===== config.mk =====
export PLATFORM = sky130hd
export DESIGN_NAME = mips_multicycle_ctrl_flat
export DESIGN_NICKNAME = d
export VERILOG_FILES = /design/src/rtl/mips_multicycle_ctrl_pkg.sv /design/src/rtl/mips_multicycle_ctrl_if.sv /design/src/rtl/mips_multicycle_ctrl_alu_decoder.sv /design/src/rtl/mips_multicycle_ctrl.sv /design/src/flat_wrapper.sv
export SDC_FILE = /design/constraint.sdc
export NUM_CORES = 1
export LEC_CHECK = 0
export BUFFER_PORTS_ARGS = -buffer_cell sky130_fd_sc_hd__buf_4
export CAP_MARGIN = 25
export CORE_AREA = 2 2 57 59
export DETAILED_ROUTE_END_ITERATION = 10
export DIE_AREA = 0 0 59 61
export SYNTH_ARGS = -nofsm -noshare
export SYNTH_HDL_FRONTEND = slang
export SYNTH_HIERARCHICAL = 1
export SYNTH_SLANG_ARGS = --single-unit

===== constraint.sdc =====
create_clock -name i_clk -period 3.46 [get_ports i_clk]
set_clock_uncertainty 0.2 [all_clocks]
set_input_delay 0.692 -clock i_clk [delete_from_list [all_inputs] [get_ports i_clk]]
set_output_delay 0.692 -clock i_clk [all_outputs]
set_load 0.01 [all_outputs]

===== src/rtl/mips_multicycle_ctrl_pkg.sv =====
// Shared definitions for the multi-cycle Small-MIPS main controller.
// Holds the FSM state encoding, opcode/funct constants, ALU control codes,
// datapath mux select encodings and small decode helpers.
package mips_ctrl_pkg;

  typedef enum logic [3:0] {
    ST_FETCH   = 4'd0,
    ST_DECODE  = 4'd1,
    ST_MEMADR  = 4'd2,
    ST_MEMRD   = 4'd3,
    ST_MEMWB   = 4'd4,
    ST_MEMWR   = 4'd5,
    ST_EXECUTE = 4'd6,
    ST_ALUWB   = 4'd7,
    ST_BRANCH  = 4'd8,
    ST_ADDIEX  = 4'd9,
    ST_ADDIWB  = 4'd10,
    ST_JUMP    = 4'd11,
    ST_HALT    = 4'd12
  } state_t;

  localparam logic [5:0] OP_RTYPE = 6'b000000;
  localparam logic [5:0] OP_LW    = 6'b100011;
  localparam logic [5:0] OP_SW    = 6'b101011;
  localparam logic [5:0] OP_BEQ   = 6'b000100;
  localparam logic [5:0] OP_ADDI  = 6'b001000;
  localparam logic [5:0] OP_J     = 6'b000010;

  localparam logic [5:0] FN_ADD = 6'b100000;
  localparam logic [5:0] FN_SUB = 6'b100010;
  localparam logic [5:0] FN_AND = 6'b100100;
  localparam logic [5:0] FN_OR  = 6'b100101;
  localparam logic [5:0] FN_SLT = 6'b101010;

  localparam logic [2:0] ALU_ADD = 3'b010;
  localparam logic [2:0] ALU_SUB = 3'b110;
  localparam logic [2:0] ALU_AND = 3'b000;
  localparam logic [2:0] ALU_OR  = 3'b001;
  localparam logic [2:0] ALU_SLT = 3'b111;

  localparam logic [1:0] SRCB_REG     = 2'b00;
  localparam logic [1:0] SRCB_FOUR    = 2'b01;
  localparam logic [1:0] SRCB_IMM     = 2'b10;
  localparam logic [1:0] SRCB_IMM_SH2 = 2'b11;

  localparam logic [1:0] PCSRC_ALU    = 2'b00;
  localparam logic [1:0] PCSRC_ALUOUT = 2'b01;
  localparam logic [1:0] PCSRC_JUMP   = 2'b10;

  // States that wait on the unified memory and are covered by the timeout.
  function automatic logic is_wait_state(input state_t s);
    return (s == ST_FETCH) || (s == ST_MEMRD) || (s == ST_MEMWR);
  endfunction

  function automatic logic legal_opcode(input logic [5:0] op);
    return (op == OP_RTYPE) || (op == OP_LW) || (op == OP_SW) ||
           (op == OP_BEQ) || (op == OP_ADDI) || (op == OP_J);
  endfunction

endpackage


===== src/rtl/mips_multicycle_ctrl_if.sv =====
// Controller <-> datapath/memory bundle.
// master: the controller (reads instruction fields and status, drives
//         selects, enables and memory request).
// slave : the datapath/memory side.
interface mips_multicycle_ctrl_if;
  logic [5:0] i_opcode;
  logic [5:0] i_funct;
  logic       i_zero;
  logic       i_mem_ready;
  logic       o_mem_req;
  logic       o_mem_write;
  logic       o_i_or_d;
  logic       o_ir_write;
  logic       o_pc_write;
  logic       o_reg_write;
  logic       o_reg_dst;
  logic       o_mem_to_reg;
  logic       o_alu_src_a;
  logic [1:0] o_alu_src_b;
  logic [1:0] o_pc_src;
  logic [2:0] o_alu_control;
  logic       o_illegal;
  logic       o_halted;
  logic [3:0] o_state;

  modport master (
    input  i_opcode, i_funct, i_zero, i_mem_ready,
    output o_mem_req, o_mem_write, o_i_or_d, o_ir_write, o_pc_write,
           o_reg_write, o_reg_dst, o_mem_to_reg, o_alu_src_a, o_alu_src_b,
           o_pc_src, o_alu_control, o_illegal, o_halted, o_state
  );

  modport slave (
    output i_opcode, i_funct, i_zero, i_mem_ready,
    input  o_mem_req, o_mem_write, o_i_or_d, o_ir_write, o_pc_write,
           o_reg_write, o_reg_dst, o_mem_to_reg, o_alu_src_a, o_alu_src_b,
           o_pc_src, o_alu_control, o_illegal, o_halted, o_state
  );
endinterface


===== src/rtl/mips_multicycle_ctrl_alu_decoder.sv =====
// ALU operation decoder for R-type instructions.
// i_is_execute : controller is in EXECUTE
// i_funct      : instr[5:0]
// o_alu_control: ALU op; add when not executing or funct is unrecognised
module mips_alu_decoder
  import mips_ctrl_pkg::*;
(
  input  logic       i_is_execute,
  input  logic [5:0] i_funct,
  output logic [2:0] o_alu_control
);

  // Funct-to-ALU mapping; unknown funct quietly falls back to add.
  always_comb begin
    o_alu_control = ALU_ADD;
    if (i_is_execute) begin
      case (i_funct)
        FN_ADD:  o_alu_control = ALU_ADD;
        FN_SUB:  o_alu_control = ALU_SUB;
        FN_AND:  o_alu_control = ALU_AND;
        FN_OR:   o_alu_control = ALU_OR;
        FN_SLT:  o_alu_control = ALU_SLT;
        default: o_alu_control = ALU_ADD;
      endcase
    end else begin
      o_alu_control = ALU_ADD;
    end
  end

endmodule


===== src/rtl/mips_multicycle_ctrl.sv =====
// Main control FSM for the multi-cycle Small-MIPS datapath.
// i_clk, i_rst : clock and synchronous active-high reset
// bus (master) : instruction fields, ALU zero, memory ready in;
//                mux selects, write enables, memory request, ALU control,
//                illegal-opcode pulse, halt flag and debug state out.
// Memory waits in FETCH/MEMRD/MEMWR are bounded by TIMEOUT_CYCLES; on expiry
// the FSM parks in HALT until reset.
module mips_multicycle_ctrl
  import mips_ctrl_pkg::*;
#(
  parameter int TIMEOUT_CYCLES = 16,
  parameter int TO_W           = 5
) (
  input  logic                  i_clk,
  input  logic                  i_rst,
  mips_multicycle_ctrl_if.master bus
);

  state_t            state_r;
  state_t            state_next_s;
  logic [TO_W-1:0]   wait_cnt_r;
  logic              timeout_s;
  logic [2:0]        dec_alu_s;

  logic       mem_req_s, mem_write_s, i_or_d_s, ir_write_s, pc_write_s;
  logic       reg_write_s, reg_dst_s, mem_to_reg_s, alu_src_a_s;
  logic [1:0] alu_src_b_s, pc_src_s;
  logic [2:0] alu_ctl_s;
  logic       illegal_s, halted_s;

  mips_alu_decoder u_alu_dec (
    .i_is_execute  (state_r == ST_EXECUTE),
    .i_funct       (bus.i_funct),
    .o_alu_control (dec_alu_s)
  );

  // Next-state selection; a ready in the timeout cycle still completes the access.
  always_comb begin
    state_next_s = state_r;
    timeout_s    = (wait_cnt_r == TO_W'(TIMEOUT_CYCLES)) && !bus.i_mem_ready;
    case (state_r)
      ST_FETCH: begin
        if (bus.i_mem_ready)  state_next_s = ST_DECODE;
        else if (timeout_s)   state_next_s = ST_HALT;
        else                  state_next_s = ST_FETCH;
      end
      ST_DECODE: begin
        case (bus.i_opcode)
          OP_LW, OP_SW: state_next_s = ST_MEMADR;
          OP_RTYPE:     state_next_s = ST_EXECUTE;
          OP_BEQ:       state_next_s = ST_BRANCH;
          OP_ADDI:      state_next_s = ST_ADDIEX;
          OP_J:         state_next_s = ST_JUMP;
          default:      state_next_s = ST_FETCH;
        endcase
      end
      ST_MEMADR: begin
        if (bus.i_opcode == OP_LW) state_next_s = ST_MEMRD;
        else                       state_next_s = ST_MEMWR;
      end
      ST_MEMRD: begin
        if (bus.i_mem_ready)  state_next_s = ST_MEMWB;
        else if (timeout_s)   state_next_s = ST_HALT;
        else                  state_next_s = ST_MEMRD;
      end
      ST_MEMWR: begin
        if (bus.i_mem_ready)  state_next_s = ST_FETCH;
        else if (timeout_s)   state_next_s = ST_HALT;
        else                  state_next_s = ST_MEMWR;
      end
      ST_MEMWB:   state_next_s = ST_FETCH;
      ST_EXECUTE: state_next_s = ST_ALUWB;
      ST_ALUWB:   state_next_s = ST_FETCH;
      ST_BRANCH:  state_next_s = ST_FETCH;
      ST_ADDIEX:  state_next_s = ST_ADDIWB;
      ST_ADDIWB:  state_next_s = ST_FETCH;
      ST_JUMP:    state_next_s = ST_FETCH;
      ST_HALT:    state_next_s = ST_HALT;
      default:    state_next_s = ST_FETCH;
    endcase
  end

  // State register and per-access wait counter (cleared whenever the state changes).
  always_ff @(posedge i_clk) begin
    if (i_rst) begin
      state_r    <= ST_FETCH;
      wait_cnt_r <= '0;
    end else begin
      state_r <= state_next_s;
      if (state_next_s != state_r) begin
        wait_cnt_r <= '0;
      end else if (is_wait_state(state_r) && !bus.i_mem_ready) begin
        wait_cnt_r <= wait_cnt_r + TO_W'(1);
      end
    end
  end

  // Per-state datapath controls; anything a state does not mention stays 0.
  always_comb begin
    mem_req_s    = 1'b0;
    mem_write_s  = 1'b0;
    i_or_d_s     = 1'b0;
    ir_write_s   = 1'b0;
    pc_write_s   = 1'b0;
    reg_write_s  = 1'b0;
    reg_dst_s    = 1'b0;
    mem_to_reg_s = 1'b0;
    alu_src_a_s  = 1'b0;
    alu_src_b_s  = SRCB_REG;
    pc_src_s     = PCSRC_ALU;
    alu_ctl_s    = 3'b000;
    illegal_s    = 1'b0;
    halted_s     = 1'b0;
    case (state_r)
      ST_FETCH: begin
        mem_req_s   = 1'b1;
        alu_src_b_s = SRCB_FOUR;
        alu_ctl_s   = ALU_ADD;
        ir_write_s  = bus.i_mem_ready;
        pc_write_s  = bus.i_mem_ready;
      end
      ST_DECODE: begin
        // Branch target PC + (imm << 2) is precomputed into ALUOut here.
        alu_src_b_s = SRCB_IMM_SH2;
        alu_ctl_s   = ALU_ADD;
        illegal_s   = !legal_opcode(bus.i_opcode);
      end
      ST_MEMADR: begin
        alu_src_a_s = 1'b1;
        alu_src_b_s = SRCB_IMM;
        alu_ctl_s   = ALU_ADD;
      end
      ST_MEMRD: begin
        mem_req_s = 1'b1;
        i_or_d_s  = 1'b1;
      end
      ST_MEMWB: begin
        reg_write_s  = 1'b1;
        mem_to_reg_s = 1'b1;
      end
      ST_MEMWR: begin
        mem_req_s   = 1'b1;
        mem_write_s = 1'b1;
        i_or_d_s    = 1'b1;
      end
      ST_EXECUTE: begin
        alu_src_a_s = 1'b1;
        alu_ctl_s   = dec_alu_s;
      end
      ST_ALUWB: begin
        reg_write_s = 1'b1;
        reg_dst_s   = 1'b1;
      end
      ST_BRANCH: begin
        alu_src_a_s = 1'b1;
        alu_ctl_s   = ALU_SUB;
        pc_src_s    = PCSRC_ALUOUT;
        pc_write_s  = bus.i_zero;
      end
      ST_ADDIEX: begin
        alu_src_a_s = 1'b1;
        alu_src_b_s = SRCB_IMM;
        alu_ctl_s   = ALU_ADD;
      end
      ST_ADDIWB: reg_write_s = 1'b1;
      ST_JUMP: begin
        pc_src_s   = PCSRC_JUMP;
        pc_write_s = 1'b1;
      end
      ST_HALT:  halted_s = 1'b1;
      default:  halted_s = 1'b0;
    endcase
  end

  // Reset suppresses every side effect in the cycle it is asserted.
  assign bus.o_mem_req     = mem_req_s   & ~i_rst;
  assign bus.o_mem_write   = mem_write_s & ~i_rst;
  assign bus.o_ir_write    = ir_write_s  & ~i_rst;
  assign bus.o_pc_write    = pc_write_s  & ~i_rst;
  assign bus.o_reg_write   = reg_write_s & ~i_rst;
  assign bus.o_illegal     = illegal_s   & ~i_rst;
  assign bus.o_halted      = halted_s    & ~i_rst;
  assign bus.o_i_or_d      = i_or_d_s;
  assign bus.o_reg_dst     = reg_dst_s;
  assign bus.o_mem_to_reg  = mem_to_reg_s;
  assign bus.o_alu_src_a   = alu_src_a_s;
  assign bus.o_alu_src_b   = alu_src_b_s;
  assign bus.o_pc_src      = pc_src_s;
  assign bus.o_alu_control = alu_ctl_s;
  assign bus.o_state       = state_r;

endmodule


===== src/flat_wrapper.sv =====
// flat-port wrapper written by rule: the top's interface ports become plain ports
module mips_multicycle_ctrl_flat import mips_ctrl_pkg::*;
#(
  parameter int TIMEOUT_CYCLES = 16,
  parameter int TO_W           = 5
)
  (i_clk, i_rst, bus_i_opcode, bus_i_funct, bus_i_zero, bus_i_mem_ready, bus_o_mem_req, bus_o_mem_write, bus_o_i_or_d, bus_o_ir_write, bus_o_pc_write, bus_o_reg_write, bus_o_reg_dst, bus_o_mem_to_reg, bus_o_alu_src_a, bus_o_alu_src_b, bus_o_pc_src, bus_o_alu_control, bus_o_illegal, bus_o_halted, bus_o_state);
  mips_multicycle_ctrl_if bus_i ();
  input  logic i_clk;
  input  logic i_rst;
  input wire logic [$bits(bus_i.i_opcode)-1:0] bus_i_opcode;
  input wire logic [$bits(bus_i.i_funct)-1:0] bus_i_funct;
  input wire logic [$bits(bus_i.i_zero)-1:0] bus_i_zero;
  input wire logic [$bits(bus_i.i_mem_ready)-1:0] bus_i_mem_ready;
  output wire logic [$bits(bus_i.o_mem_req)-1:0] bus_o_mem_req;
  output wire logic [$bits(bus_i.o_mem_write)-1:0] bus_o_mem_write;
  output wire logic [$bits(bus_i.o_i_or_d)-1:0] bus_o_i_or_d;
  output wire logic [$bits(bus_i.o_ir_write)-1:0] bus_o_ir_write;
  output wire logic [$bits(bus_i.o_pc_write)-1:0] bus_o_pc_write;
  output wire logic [$bits(bus_i.o_reg_write)-1:0] bus_o_reg_write;
  output wire logic [$bits(bus_i.o_reg_dst)-1:0] bus_o_reg_dst;
  output wire logic [$bits(bus_i.o_mem_to_reg)-1:0] bus_o_mem_to_reg;
  output wire logic [$bits(bus_i.o_alu_src_a)-1:0] bus_o_alu_src_a;
  output wire logic [$bits(bus_i.o_alu_src_b)-1:0] bus_o_alu_src_b;
  output wire logic [$bits(bus_i.o_pc_src)-1:0] bus_o_pc_src;
  output wire logic [$bits(bus_i.o_alu_control)-1:0] bus_o_alu_control;
  output wire logic [$bits(bus_i.o_illegal)-1:0] bus_o_illegal;
  output wire logic [$bits(bus_i.o_halted)-1:0] bus_o_halted;
  output wire logic [$bits(bus_i.o_state)-1:0] bus_o_state;
  assign bus_i.i_opcode = bus_i_opcode;
  assign bus_i.i_funct = bus_i_funct;
  assign bus_i.i_zero = bus_i_zero;
  assign bus_i.i_mem_ready = bus_i_mem_ready;
  assign bus_o_mem_req = bus_i.o_mem_req;
  assign bus_o_mem_write = bus_i.o_mem_write;
  assign bus_o_i_or_d = bus_i.o_i_or_d;
  assign bus_o_ir_write = bus_i.o_ir_write;
  assign bus_o_pc_write = bus_i.o_pc_write;
  assign bus_o_reg_write = bus_i.o_reg_write;
  assign bus_o_reg_dst = bus_i.o_reg_dst;
  assign bus_o_mem_to_reg = bus_i.o_mem_to_reg;
  assign bus_o_alu_src_a = bus_i.o_alu_src_a;
  assign bus_o_alu_src_b = bus_i.o_alu_src_b;
  assign bus_o_pc_src = bus_i.o_pc_src;
  assign bus_o_alu_control = bus_i.o_alu_control;
  assign bus_o_illegal = bus_i.o_illegal;
  assign bus_o_halted = bus_i.o_halted;
  assign bus_o_state = bus_i.o_state;
  mips_multicycle_ctrl #(.TIMEOUT_CYCLES(TIMEOUT_CYCLES), .TO_W(TO_W)) u_core (.i_clk(i_clk), .i_rst(i_rst), .bus(bus_i));
endmodule

==> results.sh, run 1 <==
export IMPL_ys_types=46
export IMPL_antenna_cells_inserted=0
export IMPL_tightestPinTransition_ns=0.420
export IMPL_finalHoldViolations=0
export IMPL_timing_critical_path_slowest_cell_delay_ns=0.51
export IMPL_synth_async_reset_ratio=0
export IMPL_max_cap_violations=0
export IMPL_hpwl_um=2410
export IMPL_synth_seq_cells=9
export IMPL_design_core_area_um2=2950
export IMPL_port_buffers=37
export IMPL_switching_share=0.323
export IMPL_holdCritPathClass="register to register"
export IMPL_final_nets=191
export IMPL_finalMaxSlewViolations=0
export IMPL_syn_nets=155
export IMPL_synthesis_area_per_instance_um2=7.32
export IMPL_synth_flop_cell="sky130_fd_sc_hd__dfxtp_1"
export IMPL_p_leak_nw=0.555
export IMPL_totalPowerFinal_uw=280
export IMPL_via_count_of_the_first_global_routing_pass=1109
export IMPL_setup_tns_final_ns=0
export IMPL_register_area_um2=180
export IMPL_timing_final_crit_share=0.843
export IMPL_critical_path_slowest_cell="sky130_fd_sc_hd__or4b_1"
export IMPL_die_width_um=59
export IMPL_synthCells=137
export IMPL_final_layout_size_suffix_gt1_frac=0.279
export IMPL_post_route_min_period_ns=2.92
export IMPL_final_fill_count=310
export IMPL_r2r_start="u_core/wait_cnt_r[0]"
export IMPL_crit_arrival_ns=2.02
export IMPL_worst_hold_startpoint="u_core/wait_cnt_r[4]"
export IMPL_post_synth_top_area_cell="sky130_fd_sc_hd__dfxtp_1"
export IMPL_rr_endpoint="u_core/wait_cnt_r[3]"
export IMPL_switchingPower_uw=90.4
export IMPL_number_of_buffers_created_by_cts=3
export IMPL_worstPathCellList="nand2b_1 > nor2_1 > nand3b_4 > or4b_1 > nand2_1 > a2bb2oi_1 > buf_4"
export IMPL_number_of_synthesized_flops_with_an_enable_pin=0
export IMPL_remaining_drc_errors=0
export IMPL_power_density_cell_area_nw_per_um2=212
export IMPL_max_freq_mhz=343
export IMPL_yosys_top_cells_area="sky130_fd_sc_hd__dfxtp_1 (18%), sky130_fd_sc_hd__nor3_1 (7.0%), sky130_fd_sc_hd__nor2_1 (6.0%), sky130_fd_sc_hd__xnor2_1 (5.2%), sky130_fd_sc_hd__nand4bb_1 (4.5%)"
export IMPL_number_of_cells_on_the_worst_hold_path=2
export IMPL_grt_total_usage=0.176
export IMPL_drt_pass1_iter_count=4
export IMPL_startpoint_type="register"
export IMPL_place_congestion=0.833
export IMPL_clock_sinks=9
export IMPL_synth_warnings=6
export IMPL_p_seq_frac=0.383
export IMPL_synth_yosys_seq_area_share=0.180
export IMPL_detailroute_via_count=1169
export IMPL_floorplan_die_area_um2=3600
export IMPL_ant_nets=0
export IMPL_slew_limit_headroom=0.718
export IMPL_post_cts_resized_instances=0
export IMPL_r2r_slack_ns=1.25
export IMPL_route_detailed_wl_per_inst_um=15.0
export IMPL_initial_utilization=0.340
export IMPL_data_required_time_at_the_worst_endpoint_ns=2.57
export IMPL_clock_root_buffer="sky130_fd_sc_hd__clkbuf_4"
export IMPL_critical_path_class="register to primary output"
export IMPL_post_synth_top_area_fraction=0.180
export IMPL_vdd_drop_max_uv=188
export IMPL_cts_hold_repair_buffers=0
export IMPL_synthToLayoutAreaGrowth_pct=31.9
export IMPL_clk_pin_slew_ns=0.07
export IMPL_cts_max_path_buffers=2
export IMPL_post_cts_repair_setup_buffers=0
export IMPL_detail_route_vias_per_cell=5.70
export IMPL_htree_levels=1
export IMPL_grt_max_degree=19
export IMPL_timing_reg2reg_worst_path_depth=7
export IMPL_tritoncts_clock_tree="done"
export IMPL_std_cell_rows=20
export IMPL_worst_setup_path_end_kind="primary output"
export IMPL_drt_first_iter_violations=41
export IMPL_final_setup_viol_count=0
export IMPL_crit_path_max_fo=6
export IMPL_status="finished, final reports clean"
export IMPL_die_height_um=61
export IMPL_clock_insertion_delay_at_the_later_pin_of_the_skew_report_ns=0.27
export IMPL_most_used_standard_cell_by_instance_count_after_synthesis="sky130_fd_sc_hd__nor2_1"
export IMPL_multiInputGateArea_um2=749
export IMPL_grt_pass1_wl_um=4920
export IMPL_ys_top_cells_by_count="sky130_fd_sc_hd__nor2_1 (16), sky130_fd_sc_hd__nor3_1 (14), sky130_fd_sc_hd__dfxtp_1 (9)"
export IMPL_p_int_uw=190
export IMPL_crit_path_start="u_core/bus.o_state[3]"
export IMPL_grt_ovfl_total=0
export IMPL_grt_setup_unrepaired="no"
export IMPL_io_pin_count=38
export IMPL_combinationalPowerShare=0.302
export IMPL_routed_wl_um=3070
export IMPL_grt_antenna_before_repair=0
export IMPL_power_clock_fraction=0.315
export IMPL_hold_end="u_core/wait_cnt_r[4]"
export IMPL_mapped_area_um2=1000
==> cell type report <==
type                            count  area share
Tap cell                           33      0.0312
Sequential cell                     9       0.136
Timing Repair Buffer               41       0.233
Clock buffer                        4      0.0198
Inverter                            5      0.0142
Multi-Input combinational cell    113       0.566
==> critical path, delay by kind of cell (launching register included) <==
kind	cells	cell delay, ns
AND/OR/NAND/NOR	5	1.24
buffers and inverters	1	0.15
AO/OA/AOI/OAI	1	0.06
flip-flops	1	0.31
==> cell usage in the layout, fill, tap and decap left out, types with 4 or more instances in the layout <==
cell type,synthesis,layout
sky130_fd_sc_hd__nor3_1,14,14
sky130_fd_sc_hd__nor2_1,16,16
sky130_fd_sc_hd__dfxtp_1,9,9
sky130_fd_sc_hd__buf_4,0,41
sky130_fd_sc_hd__a21oi_1,6,6
sky130_fd_sc_hd__nor4_1,5,5
sky130_fd_sc_hd__o21ai_0,5,5
sky130_fd_sc_hd__nand3_1,4,4
sky130_fd_sc_hd__nand2_1,7,7
sky130_fd_sc_hd__nand4bb_1,4,4
sky130_fd_sc_hd__nand2b_1,6,6
sky130_fd_sc_hd__xnor2_1,6,6
sky130_fd_sc_hd__inv_1,5,5
==> cell families after synthesis <==
group,Yosys count,synth area share
adders and majority gates,2,0.0249
xor gates and xnor gates,9,0.0786
buffers and inverters,15,0.0736
muxes,2,0.0212
AOI/OAI and AO/OA,29,0.205
DFF,9,0.180
and+or+nand+nor,71,0.418
==> stage by stage <==
stage	area [um^2]	util	hold slack, ns	setup WS [ns]	instances
after global placement	1300	0.439	0.332	0.804	201
final	1320	0.448	0.359	0.544	205
after CTS	1320	0.448	0.363	0.548	205
after floorplan	1000	-	0.314	0.664	137
after detailed placement	1300	0.439	0.348	0.777	201
after global routing	1320	0.448	0.421	0.441	205
==> flip-flops by register name, summed over array words and instances, names as in the netlist <==
signal              cells
u_core/wait_cnt_r       5
u_core/bus.o_state      4
==> how the worst max path moves through the flow <==
stage | end | cells after the start
6_report | bus_o_alu_control[1] | 7
5_1_grt | bus_o_alu_control[1] | 7
4_1_cts | bus_o_alu_control[1] | 7
3_5_place_dp | bus_o_illegal | 5
3_3_place_gp | bus_o_illegal | 5
2_1_floorplan | bus_o_alu_control[1] | 8
==> power groups by stage <==
stage          clock, mW  sequential, mW  combinational (mW)
4_1_cts           0.0910           0.107              0.0844
3_5_place_dp           0           0.110              0.0842
2_1_floorplan          0           0.111              0.0457
5_1_grt           0.0936           0.108              0.0920
6_report          0.0883           0.107              0.0846
3_3_place_gp           0           0.110              0.0820
==> per-layer routing <==
| layer | vias up | GRT usage | routed length, um |
|---|---|---|---|
| met3 | 4 | 0.0235 | 177 |
| met2 | 33 | 0.332 | 1620 |
| met4 | 0 | 0.0649 | 19 |
| met5 | - | 0 | 0 |
| met1 | 556 | 0.202 | 1250 |
| li1 | 576 | - | - |
(Power assumes the default switching activity.)
==> run 2: changes to the inputs <==
clock period = 2.5 ns   (was 3.46 ns; I/O delays follow)
==> results.sh, run 2 (synthesis results as in run 1) <==
export IMPL_crit_path_max_fo=15
export IMPL_clk_pin_slew_ns=0.07
export IMPL_grt_pass1_wl_um=5200
export IMPL_remaining_drc_errors=0
export IMPL_slew_limit_headroom=0.772
export IMPL_place_detailed_instances=203
export IMPL_final_fill_count=321
export IMPL_timing_critical_path_slowest_cell_delay_ns=0.35
export IMPL_critical_path_n_buffers_inverters=2
export IMPL_fin_cells=208
export IMPL_final_setup_viol_count=0
export IMPL_critical_path_slowest_cell="sky130_fd_sc_hd__or2_1"
export IMPL_largest_register="u_core/wait_cnt_r"
export IMPL_grt_antenna_before_repair=0
export IMPL_io_pin_count=38
export IMPL_floorplan_die_area_um2=3600
export IMPL_ant_nets=0
export IMPL_detailroute_via_count=1195
export IMPL_largest_register_ffs=5
export IMPL_clock_insertion_delay_at_the_later_pin_of_the_skew_report_ns=0.26
export IMPL_hpwl_um=2480
export IMPL_clock_root_buffer="sky130_fd_sc_hd__clkbuf_4"
export IMPL_timing_reg2reg_worst_path_depth=7
export IMPL_p_leak_nw=0.576
export IMPL_power_density_cell_area_nw_per_um2=278
export IMPL_timing_final_crit_share=0.968
export IMPL_r2r_start="u_core/wait_cnt_r[0]"
export IMPL_worst_hold_startpoint="i_rst"
export IMPL_route_detailed_wl_per_inst_um=15.5
export IMPL_worst_setup_path_end_kind="primary output"
export IMPL_cpMostUsedCell="sky130_fd_sc_hd__buf_4"
export IMPL_layout_setup_ws_ns=0.0807
export IMPL_most_common_layout_cells="sky130_fd_sc_hd__buf_4 (44), sky130_fd_sc_hd__nor2_1 (15), sky130_fd_sc_hd__nor3_1 (14)"
export IMPL_finalHoldViolations=0
export IMPL_tightestPinTransition_ns=0.339
export IMPL_detail_route_vias_per_cell=5.75
export IMPL_final_nets=194
export IMPL_die_width_um=59
export IMPL_grt_setup_unrepaired="no"
export IMPL_crit_family="simple AND/OR/NAND/NOR gates"
export IMPL_drt_pass1_iter_count=4
export IMPL_setup_tns_final_ns=0
export IMPL_vdd_drop_max_uv=273
export IMPL_tritoncts_clock_tree="done"
export IMPL_startpoint_type="register"
export IMPL_worstPathCellList="buf_4 > or2_1 > o21ai_0 > a32oi_1 > nor3_1 > buf_4"
export IMPL_fin_worst_hold_slack_ns=0.293
export IMPL_postLayoutCoreUtil=0.471
export IMPL_grt_max_degree=19
export IMPL_grt_total_usage=0.188
export IMPL_status="finished, final reports clean"
export IMPL_die_height_um=61
export IMPL_max_cap_violations=0
export IMPL_dp_slack_ns=0.178
export IMPL_port_buffers=37
export IMPL_routed_wl_um=3220
export IMPL_std_cell_rows=20
export IMPL_final_layout_size_suffix_gt1_frac=0.326
export IMPL_synthToLayoutAreaGrowth_pct=38.7
export IMPL_critical_path_class="register to primary output"
export IMPL_post_route_min_period_ns=2.42
export IMPL_design_core_area_um2=2950
export IMPL_cts_max_path_buffers=2
export IMPL_number_of_cells_on_the_worst_hold_path=2
export IMPL_number_of_buffers_created_by_cts=3
export IMPL_via_count_of_the_first_global_routing_pass=1157
export IMPL_finalMaxSlewViolations=0
export IMPL_grt_ovfl_total=0
export IMPL_holdCritPathClass="input pin to register"
export IMPL_clock_sinks=9
export IMPL_data_required_time_at_the_worst_endpoint_ns=1.80
export IMPL_layout_commonest_cell="sky130_fd_sc_hd__buf_4"
export IMPL_max_freq_mhz=413
export IMPL_cp_num_cells=6
export IMPL_crit_arrival_ns=1.72
export IMPL_htree_levels=1
export IMPL_crit_path_start="u_core/bus.o_state[1]"
export IMPL_antenna_cells_inserted=0
export IMPL_place_congestion=0.785
export IMPL_initial_utilization=0.340
export IMPL_drt_first_iter_violations=56
-- run 2: cell types whose count changed in the layout (fill, tap and decap cells not counted) --
cell	delta
sky130_fd_sc_hd__nand2b_4	+2
sky130_fd_sc_hd__dfxtp_1	-1
sky130_fd_sc_hd__or2_0	-1
sky130_fd_sc_hd__a2111oi_0	-1
sky130_fd_sc_hd__nor2_1	-1
sky130_fd_sc_hd__a2111oi_4	+1
sky130_fd_sc_hd__nor2_4	+1
sky130_fd_sc_hd__buf_4	+3
sky130_fd_sc_hd__dfxtp_2	+1
sky130_fd_sc_hd__nand2b_1	-2
sky130_fd_sc_hd__or2_4	+1
-- run 2: power by group --
group	internal (mW)	switching [mW]	leakage (nW)
Clock	0.0616	0.0550	0.0150
Combinational	0.0568	0.0650	0.487
Sequential	0.147	0.00243	0.0734
-- run 2: worst paths after layout --
check                           to  slack [ns]
max                 bus_o_pc_write        0.08
min          u_core/bus.o_state[3]        0.29
max reg2reg   u_core/wait_cnt_r[2]        0.20
min reg2reg   u_core/wait_cnt_r[4]        0.36
-- run 2: per-layer routing --
| metal | track usage | vias to the layer above | wire [um] |
|---|---|---|---|
| met5 | 0 | - | 0 |
| met4 | 0.0682 | 0 | 27 |
| met3 | 0.0171 | 4 | 189 |
| met2 | 0.343 | 49 | 1730 |
| met1 | 0.229 | 562 | 1270 |
| li1 | - | 580 | - |
-- run 2: worst register-to-register path, cell delays in order (launching register included) --
cell	delay, ns
sky130_fd_sc_hd__dfxtp_1	0.36
sky130_fd_sc_hd__inv_1	0.09
sky130_fd_sc_hd__ha_1	0.21
sky130_fd_sc_hd__nand4bb_1	0.16
sky130_fd_sc_hd__nor2b_1	0.27
sky130_fd_sc_hd__a32oi_1	0.14
sky130_fd_sc_hd__a2111o_1	0.54
sky130_fd_sc_hd__nor3_1	0.25
-- run 2: cell type report --
type | count | area, um^2 | area share
Sequential cell | 9 | 181 | 0.130
Clock buffer | 4 | 26.3 | 0.0189
Multi-Input combinational cell | 113 | 793 | 0.570
Tap cell | 33 | 41.3 | 0.0297
Inverter | 5 | 18.8 | 0.0135
Timing Repair Buffer | 44 | 330 | 0.237
-- run 2: metrics by stage --
stage          power, mW  cell area (um^2)
6_report           0.387              1390
4_1_cts            0.388              1360
3_3_place_gp       0.266              1310
3_5_place_dp       0.269              1310
5_1_grt            0.405              1390
2_1_floorplan      0.217              1000
-- run 2: repair_timing --
action	4_1_cts	5_1_grt
setup buffers	0	1
pin swaps	0	3
hold buffers	0	0
gates resized for setup	4	6
endpoints found under the setup margin	2	3
